==> config.mk <==
export PLATFORM = sky130hd
export DESIGN_NAME = opll_write_sequencer
export DESIGN_NICKNAME = d
export VERILOG_FILES = /design/src/rtl/opll_bus_pkg.sv /design/src/rtl/opll_write_fifo.sv /design/src/rtl/opll_write_sequencer.sv
export SDC_FILE = /design/constraint.sdc
export NUM_CORES = 1
export LEC_CHECK = 0
export ABC_AREA = 1
export CORE_MARGIN = 2
export CORE_UTILIZATION = 50
export DETAILED_ROUTE_END_ITERATION = 7
export GPL_ROUTABILITY_DRIVEN = 0
export GPL_TIMING_DRIVEN = 0
export PLACE_DENSITY = 0.67
export SLEW_MARGIN = 5
export SYNTH_ARGS = -nofsm -noshare
export SYNTH_HDL_FRONTEND = slang
export SYNTH_SLANG_ARGS = --single-unit
==> constraint.sdc <==
create_clock -name clk -period 5.2 [get_ports clk]
set_input_delay 1.04 -clock clk [delete_from_list [all_inputs] [get_ports clk]]
set_output_delay 1.04 -clock clk [all_outputs]
set_load 0.05 [all_outputs]
==> src/rtl/opll_bus_pkg.sv <==
//------------------------------------------------------------------------------
// Module   : opll_bus_pkg
// Purpose  : Shared types and timing constants for the OPLL CPU-bus write
//            sequencer: FSM state encoding, YM2413 post-write wait times and
//            a small helper used to size the wait counter.
// Revision : 1.0 - initial release
//------------------------------------------------------------------------------
`default_nettype none

package opll_bus_pkg;

    // Sequencer states; one pair is replayed as an address cycle followed by
    // a data cycle, each with setup / strobe / hold / wait phases.
    typedef enum logic [3:0] {
        STARTUP  = 4'd0,
        IDLE     = 4'd1,
        A_SETUP  = 4'd2,
        A_STROBE = 4'd3,
        A_HOLD   = 4'd4,
        A_WAIT   = 4'd5,
        D_SETUP  = 4'd6,
        D_STROBE = 4'd7,
        D_HOLD   = 4'd8,
        D_WAIT   = 4'd9
    } opll_state_t;

    // YM2413 master-clock waits after an address write and a data write.
    localparam int OPLL_ADDR_WAIT     = 12;
    localparam int OPLL_DATA_WAIT     = 84;
    localparam int OPLL_STROBE_CYCLES = 4;
    localparam int OPLL_STARTUP_WAIT  = 1024;

    // Largest of four wait lengths; sizes the shared wait counter.
    function automatic int max4(input int a, input int b, input int c, input int d);
        int m;
        m = a;
        if (b > m) m = b;
        if (c > m) m = c;
        if (d > m) m = d;
        return m;
    endfunction

endpackage

`default_nettype wire

==> src/rtl/opll_write_fifo.sv <==
//------------------------------------------------------------------------------
// Module   : opll_write_fifo
// Purpose  : Synchronous FIFO buffering {addr, data} write pairs.
// Ports    : clk, reset        - clock, synchronous active-high reset
//            push, push_data   - write strobe / entry (ignored when full)
//            pop,  pop_data    - read strobe / head entry (show-ahead)
//            full, empty, level- occupancy status, all derived from a register
// Revision : 1.0 - initial release
//------------------------------------------------------------------------------
`default_nettype none

module opll_write_fifo #(
    parameter int DEPTH = 4,
    parameter int WIDTH = 16
) (
    input  logic                     clk,
    input  logic                     reset,
    input  logic                     push,
    input  logic [WIDTH-1:0]         push_data,
    input  logic                     pop,
    output logic [WIDTH-1:0]         pop_data,
    output logic                     full,
    output logic                     empty,
    output logic [$clog2(DEPTH):0]   level
);

    localparam int c_ptr_w = $clog2(DEPTH);
    localparam int c_lvl_w = c_ptr_w + 1;

    logic [WIDTH-1:0]   r_mem [DEPTH];
    logic [c_ptr_w-1:0] r_wr_ptr;
    logic [c_ptr_w-1:0] r_rd_ptr;
    logic [c_lvl_w-1:0] r_level;
    logic               w_push;
    logic               w_pop;

    assign full     = (r_level == c_lvl_w'(DEPTH));
    assign empty    = (r_level == '0);
    assign level    = r_level;
    assign pop_data = r_mem[r_rd_ptr];

    // Full blocks a push even when a pop happens on the same edge.
    assign w_push = push && !full;
    assign w_pop  = pop && !empty;

    // DEPTH is a power of two, so the pointers wrap naturally.
    always_ff @(posedge clk) begin
        if (reset) begin
            r_wr_ptr <= '0;
            r_rd_ptr <= '0;
            r_level  <= '0;
        end else begin
            if (w_push) r_wr_ptr <= r_wr_ptr + 1'b1;
            if (w_pop)  r_rd_ptr <= r_rd_ptr + 1'b1;
            if (w_push && !w_pop)      r_level <= r_level + 1'b1;
            else if (!w_push && w_pop) r_level <= r_level - 1'b1;
        end
    end

    always_ff @(posedge clk) begin
        if (w_push) r_mem[r_wr_ptr] <= push_data;
    end

endmodule

`default_nettype wire

==> src/rtl/opll_write_sequencer.sv <==
//------------------------------------------------------------------------------
// Module   : opll_write_sequencer
// Purpose  : Buffers OPLL (addr, data) register writes and replays each as an
//            address bus cycle then a data bus cycle on the YM2413 CPU pins,
//            honouring the post-write wait times and a power-up delay.
// Ports    : clk, reset               - clock, synchronous active-high reset
//            in_valid/in_ready        - write-pair stream handshake
//            in_addr, in_data         - register address / value
//            cs_n, wr_n, a0, dout     - registered chip bus outputs
//            busy                     - pending or in-flight write
//            fifo_level               - buffered pair count
// Revision : 1.0 - initial release
//------------------------------------------------------------------------------
`default_nettype none

module opll_write_sequencer
    import opll_bus_pkg::*;
#(
    parameter int FIFO_DEPTH    = 4,
    parameter int STROBE_CYCLES = OPLL_STROBE_CYCLES,
    parameter int ADDR_WAIT     = OPLL_ADDR_WAIT,
    parameter int DATA_WAIT     = OPLL_DATA_WAIT,
    parameter int STARTUP_WAIT  = OPLL_STARTUP_WAIT
) (
    input  logic                          clk,
    input  logic                          reset,
    input  logic                          in_valid,
    output logic                          in_ready,
    input  logic [7:0]                    in_addr,
    input  logic [7:0]                    in_data,
    output logic                          cs_n,
    output logic                          wr_n,
    output logic                          a0,
    output logic [7:0]                    dout,
    output logic                          busy,
    output logic [$clog2(FIFO_DEPTH):0]   fifo_level
);

    localparam int c_cnt_w = $clog2(max4(STARTUP_WAIT, DATA_WAIT, ADDR_WAIT, STROBE_CYCLES) + 1);

    // Counter load values: a state lasting N cycles is entered with N-1 so
    // the counter hits 0 in its last cycle.
    localparam logic [c_cnt_w-1:0] c_strobe_load  = c_cnt_w'(STROBE_CYCLES - 1);
    localparam logic [c_cnt_w-1:0] c_addr_load    = c_cnt_w'((ADDR_WAIT > 0) ? ADDR_WAIT - 1 : 0);
    localparam logic [c_cnt_w-1:0] c_data_load    = c_cnt_w'((DATA_WAIT > 0) ? DATA_WAIT - 1 : 0);
    localparam logic [c_cnt_w-1:0] c_startup_last = c_cnt_w'((STARTUP_WAIT > 0) ? STARTUP_WAIT - 1 : 0);

    opll_state_t        r_state;
    opll_state_t        w_state_next;
    logic [c_cnt_w-1:0] r_cnt;
    logic [c_cnt_w-1:0] w_cnt_next;
    logic               w_pop;
    logic               w_strobe_next;
    logic               w_full;
    logic               w_empty;
    logic [15:0]        w_fifo_q;
    logic               r_cs_n;
    logic               r_wr_n;
    logic               r_a0;
    logic [7:0]         r_dout;
    logic [7:0]         r_data;

    opll_write_fifo #(
        .DEPTH (FIFO_DEPTH),
        .WIDTH (16)
    ) u_fifo (
        .clk       (clk),
        .reset     (reset),
        .push      (in_valid && in_ready),
        .push_data ({in_addr, in_data}),
        .pop       (w_pop),
        .pop_data  (w_fifo_q),
        .full      (w_full),
        .empty     (w_empty),
        .level     (fifo_level)
    );

    assign in_ready = !w_full;
    assign busy     = !w_empty || ((r_state != IDLE) && (r_state != STARTUP));
    assign cs_n     = r_cs_n;
    assign wr_n     = r_wr_n;
    assign a0       = r_a0;
    assign dout     = r_dout;

    // Next state. Reset clears the counter, so STARTUP counts elapsed cycles
    // upwards; every other timed state counts down from its load value.
    always_comb begin
        w_state_next = r_state;
        w_cnt_next   = r_cnt;
        w_pop        = 1'b0;
        case (r_state)
            STARTUP: begin
                if (r_cnt >= c_startup_last) begin
                    w_state_next = IDLE;
                    w_cnt_next   = '0;
                end else begin
                    w_cnt_next = r_cnt + 1'b1;
                end
            end
            IDLE: begin
                if (!w_empty) begin
                    w_pop        = 1'b1;
                    w_state_next = A_SETUP;
                end
            end
            A_SETUP: begin
                w_state_next = A_STROBE;
                w_cnt_next   = c_strobe_load;
            end
            A_STROBE: begin
                if (r_cnt == '0) w_state_next = A_HOLD;
                else             w_cnt_next   = r_cnt - 1'b1;
            end
            A_HOLD: begin
                if (ADDR_WAIT == 0) begin
                    w_state_next = D_SETUP;
                end else begin
                    w_state_next = A_WAIT;
                    w_cnt_next   = c_addr_load;
                end
            end
            A_WAIT: begin
                if (r_cnt == '0) w_state_next = D_SETUP;
                else             w_cnt_next   = r_cnt - 1'b1;
            end
            D_SETUP: begin
                w_state_next = D_STROBE;
                w_cnt_next   = c_strobe_load;
            end
            D_STROBE: begin
                if (r_cnt == '0) w_state_next = D_HOLD;
                else             w_cnt_next   = r_cnt - 1'b1;
            end
            D_HOLD: begin
                if (DATA_WAIT == 0) begin
                    w_state_next = IDLE;
                end else begin
                    w_state_next = D_WAIT;
                    w_cnt_next   = c_data_load;
                end
            end
            D_WAIT: begin
                if (r_cnt == '0) w_state_next = IDLE;
                else             w_cnt_next   = r_cnt - 1'b1;
            end
            default: begin
                w_state_next = STARTUP;
                w_cnt_next   = '0;
            end
        endcase
    end

    assign w_strobe_next = (w_state_next == A_STROBE) || (w_state_next == D_STROBE);

    // Bus outputs are decoded from the next state and registered, so they are
    // glitch-free Moore outputs of the state register. a0/dout only change on
    // entry to a SETUP state, where the strobe is already high.
    always_ff @(posedge clk) begin
        if (reset) begin
            r_state <= STARTUP;
            r_cnt   <= '0;
            r_cs_n  <= 1'b1;
            r_wr_n  <= 1'b1;
            r_a0    <= 1'b0;
            r_dout  <= '0;
            r_data  <= '0;
        end else begin
            r_state <= w_state_next;
            r_cnt   <= w_cnt_next;
            r_cs_n  <= !w_strobe_next;
            r_wr_n  <= !w_strobe_next;
            if (w_pop) begin
                r_a0   <= 1'b0;
                r_dout <= w_fifo_q[15:8];
                r_data <= w_fifo_q[7:0];
            end else if (w_state_next == D_SETUP) begin
                r_a0   <= 1'b1;
                r_dout <= r_data;
            end
        end
    end

endmodule

`default_nettype wire

== Word-level counts from Yosys, hierarchy flattened ==
Memory sizes are Yosys's and may differ from the RTL's. A register that Yosys moved wholly into a read port is not among the register bits.
Index checks and enable logic that the tools add are counted.

* Magnitude comparators: 1
* Equal/unequal tests: 15
* Add/sub/neg operators: 6
* Reduce and logical (&&, ||, !) cells: 23
* Mux-type cells: 20
* Bitwise logic cells: 1

{| class="wikitable"
|+ Operators with widths
! operator !! count
|-
| 11-bit one-hot mux with 6 select lines || 1
|-
| 4-bit one-hot mux with 10 select lines || 1
|-
| 4-bit by 3-bit == test with 1-bit output, second input constant || 6
|-
| 4-bit 2-to-1 mux || 6
|-
| 11-bit 2-to-1 mux || 2
|-
| 8-bit 2-to-1 mux || 2
|-
| 4-bit by 2-bit == test with 1-bit output, second input constant || 3
|-
| 11-bit by 1-bit adder with 11-bit output, second input constant || 1
|-
| 11-bit by 10-bit >= comparator with 1-bit output, second input constant || 1
|-
| 11-bit zero test || 1
|-
| 11-bit by 1-bit subtractor with 11-bit output, second input constant || 1
|-
| 4-bit == test, second input constant || 2
|-
| 1-bit logical AND || 6
|-
| 3-bit 2-to-1 mux || 2
|-
| 1-bit zero test || 5
|-
| 2-bit by 1-bit adder with 2-bit output, second input constant || 2
|-
| 4-bit by 1-bit == test with 1-bit output, second input constant || 1
|-
| 4-bit zero test || 1
|-
| 1-bit 2-to-1 mux || 4
|-
| 2-bit 2-to-1 mux || 2
|-
| 4-bit by 1-bit inequality test with 1-bit output, second input constant || 1
|-
| 2-bit nonzero test || 2
|-
| 4-bit nonzero test || 1
|-
| 2-bit OR reduction || 2
|-
| 9 further kinds || 10
|}

* Output and inout port bits: 16
* Register bits after elaboration: 40
* Memory bits (writable): 64
* Input port bits: 19
* Memories kept: 1
* Word-level logic and storage cells: 76

{| class="wikitable"
|+ Memory list
! memory !! words !! width !! read ports !! clocked after Yosys merged registers in !! write ports !! RTL line !! text
|-
| u_fifo.r_mem || 4 || 16 || 1 || 1 || 1 || opll_write_fifo.sv:30 || <nowiki>logic [WIDTH-1:0] r_mem [DEPTH];</nowiki>
|}

== Logic depth before layout (Yosys ltp) ==
* Word-level depth: 8
* Mapped depth: 13
* Mapped depth without buffers: 13

== Hierarchy ==
Synthesis repeated with hierarchy kept, for this count alone.

* Cells, all modules: 563
* Area, all modules: 4979.8 µm²

{| class="wikitable"
|+ Modules (own cells, without submodules)
! module !! instances !! area an instance (µm²) !! cells an instance !! seq. area each (µm²)
|-
| opll_write_fifo || 1 || 2845.2 || 224 || 2102.0
|-
| opll_write_sequencer || 1 || 2134.5 || 339 || 660.6
|}

== Worst setup path after synthesis ==
No wires, ideal clock.

* Path kind: reg2reg
* Start: register u_fifo.r_level[1], in the netlist u_fifo.level[1]
* End: register u_fifo.r_level[2], in the netlist u_fifo.level[2]
* Setup time: 122 ps
* Cell stages (with the launch flop): 12
* Path buffers: 0
* Clock period less this slack: 2681 ps
* Arrival time: 2559 ps
* Path slack: 2519 ps
* Cells stage by stage: dfxtp_1 -> inv_1 -> nand3_1 -> nand2_1 -> inv_1 -> ha_1 -> inv_1 -> fa_1 -> a21oi_1 -> o21ai_0 -> o21ai_0 -> a21oi_1

* Cells in the longest elaborated chain, start to end: 7
* Elaborated cells between the ends (all ways): 18
* Those cells by class: add/sub (2); eq/ne (1); mux (4); reduce/logical (11)

{| class="wikitable"
|+ RTL lines
! element !! RTL line !! text
|-
| from (decl) || opll_write_fifo.sv:33 || <nowiki>logic [c_lvl_w-1:0] r_level;</nowiki>
|-
| from (signal assigned) || opll_write_fifo.sv:55 || <nowiki>if (w_push && !w_pop) r_level <= r_level + 1'b1;</nowiki>
|-
| from (signal assigned) || opll_write_fifo.sv:56 || <nowiki>else if (!w_push && w_pop) r_level <= r_level - 1'b1;</nowiki>
|-
| 3-bit == test * || opll_write_fifo.sv:37 || <nowiki>assign full = (r_level == c_lvl_w'(DEPTH));</nowiki>
|-
| 1-bit zero test * || opll_write_sequencer.sv:78 || <nowiki>assign in_ready = !w_full;</nowiki>
|-
| via in_ready || opll_write_sequencer.sv:28 || <nowiki>output logic in_ready,</nowiki>
|-
| 1-bit logical AND || opll_write_sequencer.sv:69 || <nowiki>.push (in_valid && in_ready),</nowiki>
|-
| 1-bit logical AND * || opll_write_fifo.sv:43 || <nowiki>assign w_push = push && !full;</nowiki>
|-
| via u_fifo.w_push || opll_write_fifo.sv:34 || <nowiki>logic w_push;</nowiki>
|-
| 1-bit zero test || opll_write_fifo.sv:56 ||
|-
| 1-bit logical AND || opll_write_fifo.sv:56 ||
|-
| 2-bit nonzero test (no line) || -- ||
|}

Mark *: on every way through the listed nets, which the timed path passes. The rest lies on a longest branch. The select of a mux whose other input is x is not followed.
A chain may end at the register's enable or synchronous reset.

== Worst setup path after layout ==
* Start: register u_fifo.r_level[0], in the netlist u_fifo.level[0]
* End: output port busy

* Cells in the longest elaborated chain, start to end: 3

{| class="wikitable"
|+ RTL lines
! element !! RTL line !! text
|-
| 3-bit zero test || opll_write_fifo.sv:38 || <nowiki>assign empty = (r_level == '0);</nowiki>
|-
| 1-bit zero test || opll_write_sequencer.sv:79 || <nowiki>assign busy = !w_empty || ((r_state != IDLE) && (r_state != STARTUP));</nowiki>
|-
| 1-bit logical OR || opll_write_sequencer.sv:79 ||
|-
| to (decl) || opll_write_sequencer.sv:35 || <nowiki>output logic busy,</nowiki>
|}

Every way passes these cells.

==> summary by stage <==
Routing
The highest metal layer carrying signal wires in the routed design is met4. The detail route stage leaves a number of antenna-violating nets equal to 0. The routed design uses 4915 µm of met2 wire. The first TritonRoute pass finished after 4 iterations. The detailed router put a total of 4962 µm of wire on met1. Wires add up to 10520 µm.

In the routed layout, each cell is associated on average with a via count of 5.342. The routed via count is 3766. The post-route DRC violation count is 0.

The average routed wire per standard cell is 14.92 µm. The met3 routed wirelength is 582 µm. The starting DRC count in detailed routing is 213.

Critical path
STA classifies the critical path endpoint as an output port. In this run the worst path has a maximum fanout of 4. The critical path is of the flip-flop to output port type. For flop-to-flop paths, the worst setup slack is 2860 ps.

The logic depth of the worst register-to-register path is 10. The capture instance of the worst register-to-register path is u_fifo.level[2]. STA classifies the critical path startpoint as a flip-flop. Data on the critical path arrives at its endpoint at 2020 ps. Data on the critical path is required at its endpoint by 4160 ps.

The startpoint of the worst-slack reg-to-reg timing path is u_fifo.level[0].

Clocking
TritonCTS built the clock tree. The number of buffers added to fix hold violations after cts is 0. CTS placed an instance of sky130_fd_sc_hd__clkbuf_8 at the clock tree root. The number of clock sinks seen by CTS is 106. The H-tree was split into 3 levels.

The number of buffers on the longest clock path is 2. The clock-pin slew on the worst setup and hold paths is 110 ps. The clock insertion delay at the later pin of the skew report is 360 ps. The post-cts repair resize count is 0. Post-CTS timing repair inserted 0 buffers for setup.

The clock buffer count from CTS is 9.

STA
The final-report max-slew violation count is 0. Setup repair after global routing left no endpoint under its margin. The final number of hold-violating endpoints is 0. The worst max-slew margin expressed relative to the limit is 59.81%. Setup violations remaining at the end of the flow were counted as 0. Between clock sinks in the finished design, the worst skew comes to 15.34 ps. After layout, the minimum clock period comes to 3058 ps. After routing, the total negative slack on setup checks comes to 0 ps.

The achievable frequency is 0.3270 GHz. Of the available clock period, the critical path in the final layout requires 58.80%. The actual slew at the worst max-slew pin is 602.9 ps.

Status
The flow ran to the end, and the final reports show no timing, DRC or antenna violations.

Min path
The worst hold path was traced through 2 stages. The startpoint identified for the worst hold timing path is u_fifo.r_rd_ptr[1]. The path with the worst hold slack has its endpoint at u_fifo.r_rd_ptr[1].

The path category of the worst min-delay check is flip-flop to flip-flop.

Synth
After synthesis, the mean cell area works out to 9.298 µm². The post-synth net total is 550. The distinct cell type count after synthesis is 36.

The count of synthesis-stage warnings from yosys is 0. The total standard cell area after synthesis is 0.004853 mm². Synthesis produced 522 cells. The post-synthesis sequential area ratio is 56.92%. The synthesis-stage register bit count is 106.

Floorplan
The initial utilization of the core area, before any placement, comes to 52.03%. The initialized floorplan defines 35 standard-cell rows. In this run the vertical extent of the chip is 102.5 µm.

The total I/O pin count is 35. From left edge to right edge, the die measures 102.5 µm. The floorplan step defined a die boundary enclosing 0.01051 mm². The placeable core area is 0.009328 mm².

Finish
The count of antenna diodes in the layout is 0. Excluding fillers, the count of instances in the completed layout stands at 705. The utilization after layout is 60.34%. The final layout contains 599 nets.

The area added between synthesis and finish is 15.96%. Of the cells placed in the final design, the portion with a size suffix greater than 1 is 11.28%.

Global routing
After global routing the overflow that remains totals 0. The first global-routing pass estimated 17260 µm of wire. The maximum number of pins on one net before global-route repair is 20. The initial antenna violation count is 0. The number of global-route vias before repair came to 3505. Across every metal layer, demand over resource in global routing totals 21.67%.

Place
The count of port buffers added during placement is 34. Once detailed placement completed, the half-perimeter wirelength came to 7462 µm. The number of cells after detailed placement is 689.

Job
Max-cap violations in this run came to 0.

Pwr
Across the VDD grid, the largest voltage drop is 0.2420 mV. The power density of the placed cells is 295.0 mW/mm². The static leakage power is 2.148 nW.
[sequential cells by signal, indices dropped and copies added (netlist names), 2 cells and up, named ones only]
register,cells
dout,8
r_cnt,11
r_data,8
r_state,4
u_fifo.level,3
u_fifo.r_mem,64
u_fifo.r_rd_ptr,2
u_fifo.r_wr_ptr,2
[report_power, final]
group	internal [W]	switching (W)	total (W)
combinational	0.0000658	0.000117	0.000183
clock	0.000234	0.000293	0.000527
sequential	0.000935	0.0000148	0.000950
[Yosys cell counts]
master | instances | area, µm²
sky130_fd_sc_hd__o21ai_1 | 3 | 15.01
sky130_fd_sc_hd__a21oi_1 | 41 | 205.2
sky130_fd_sc_hd__nand4_2 | 1 | 12.51
sky130_fd_sc_hd__nand3_1 | 28 | 140.1
sky130_fd_sc_hd__nor4_1 | 1 | 6.260
sky130_fd_sc_hd__nand4_1 | 2 | 12.51
sky130_fd_sc_hd__clkbuf_2 | 1 | 5.000
sky130_fd_sc_hd__o22ai_1 | 16 | 100.1
sky130_fd_sc_hd__xor2_1 | 5 | 43.79
sky130_fd_sc_hd__dfxtp_1 | 42 | 840.8
sky130_fd_sc_hd__inv_1 | 38 | 142.6
sky130_fd_sc_hd__a21boi_1 | 1 | 7.510
sky130_fd_sc_hd__nand2_2 | 3 | 18.77
sky130_fd_sc_hd__nor2_1 | 57 | 214.0
sky130_fd_sc_hd__buf_4 | 3 | 22.52
sky130_fd_sc_hd__a21oi_2 | 1 | 8.760
sky130_fd_sc_hd__buf_6 | 4 | 45.04
sky130_fd_sc_hd__ha_1 | 8 | 100.1
sky130_fd_sc_hd__nand2_4 | 2 | 22.52
sky130_fd_sc_hd__nand2_1 | 96 | 360.4
sky130_fd_sc_hd__edfxtp_1 | 64 | 1922
sky130_fd_sc_hd__buf_2 | 3 | 15.01
sky130_fd_sc_hd__fa_1 | 1 | 20.02
sky130_fd_sc_hd__nor2_2 | 4 | 25.02
sky130_fd_sc_hd__a31oi_1 | 2 | 12.51
sky130_fd_sc_hd__a21boi_0 | 7 | 52.55
sky130_fd_sc_hd__o211ai_1 | 1 | 7.510
sky130_fd_sc_hd__or2_2 | 2 | 12.51
sky130_fd_sc_hd__a211oi_1 | 2 | 15.01
sky130_fd_sc_hd__a22oi_1 | 1 | 7.510
sky130_fd_sc_hd__clkbuf_1 | 10 | 37.54
sky130_fd_sc_hd__inv_2 | 9 | 33.78
sky130_fd_sc_hd__o21ai_0 | 51 | 255.2
sky130_fd_sc_hd__nor3_1 | 3 | 15.01
sky130_fd_sc_hd__nor2_4 | 7 | 78.83
sky130_fd_sc_hd__nand3_2 | 2 | 20.02
[worst max-delay path: stages, from the launching register on]
cell and delay [ps]:
sky130_fd_sc_hd__dfxtp_1 370, sky130_fd_sc_hd__nor3_1 440, sky130_fd_sc_hd__nand2_1 120, sky130_fd_sc_hd__clkdlybuf4s50_1 720
[cell type report]
| class | count | area (µm²) |
|---|---|---|
| inverter | 47 | 176.4 |
| buffer | 21 | 125.1 |
| sequential | 106 | 2763 |
| fill | 810 | 3700 |
| timing repair buffer | 38 | 392.9 |
| tap | 129 | 161.4 |
| clock buffer | 10 | 127.6 |
| multi-input combinational | 348 | 1799 |
| clock inverter | 6 | 82.58 |
[per-layer routing]
metal	vias to the layer above	global-route usage (%)
met5	-	0
met4	0	5.333
met3	4	4.746
met2	98	34.94
met1	1791	30.13
li1	1873	-
[metrics by stage]
stage	hold slack [ps]	setup slack, ps	instance area (µm²)	power (W)
after detailed placement	454.9	2164	5418	0.001153
after CTS	471.4	2132	5628	0.001670
after global routing	498.7	1988	5628	0.001720
after global placement	446.4	1799	5355	0.001140
final	471.8	2142	5628	0.001660
after floorplan	435.9	2519	4853	0.001080
[how the worst max path moves through the flow]
stage / from / to / slack, ps / cells after the start
after floorplan: u_fifo.level[1] / u_fifo.level[2] / 2520 / 11
after global placement: in_valid / u_fifo.r_mem[3][3] / 1800 / 3
after detailed placement: in_valid / u_fifo.level[2] / 2160 / 10
after CTS: u_fifo.level[0] / busy / 2130 / 3
after global routing: u_fifo.level[0] / busy / 1990 / 3
final: u_fifo.level[0] / busy / 2140 / 3
[placed cells by master, fill, tap and decap left out, drive strengths merged, types with 3 or more instances in the layout]
cell | synthesis | routed
clkbuf | 11 | 21
o22ai | 16 | 16
a21oi | 42 | 42
buf | 10 | 14
a21boi | 8 | 8
ha | 8 | 8
nor2 | 68 | 68
nor3 | 3 | 3
nand2 | 101 | 101
o21ai | 54 | 54
nand3 | 30 | 30
dfxtp | 42 | 42
nand4 | 3 | 3
edfxtp | 64 | 64
inv | 47 | 50
clkdlybuf4s50 | 0 | 34
xor2 | 5 | 5
[kinds of logic (layout without fill, tap and decap cells)]
logic type / after synthesis / in the layout / synth area share, %
fa+ha+maj: 9 / 9 / 2.475
compound gates: 126 / 126 / 14.15
xor+xnor: 5 / 5 / 0.9023
flops: 106 / 106 / 56.92
simple gates: 208 / 208 / 19.33
buf+inv: 68 / 122 / 6.213
No activity file was read; power rests on OpenSTA's default activity.
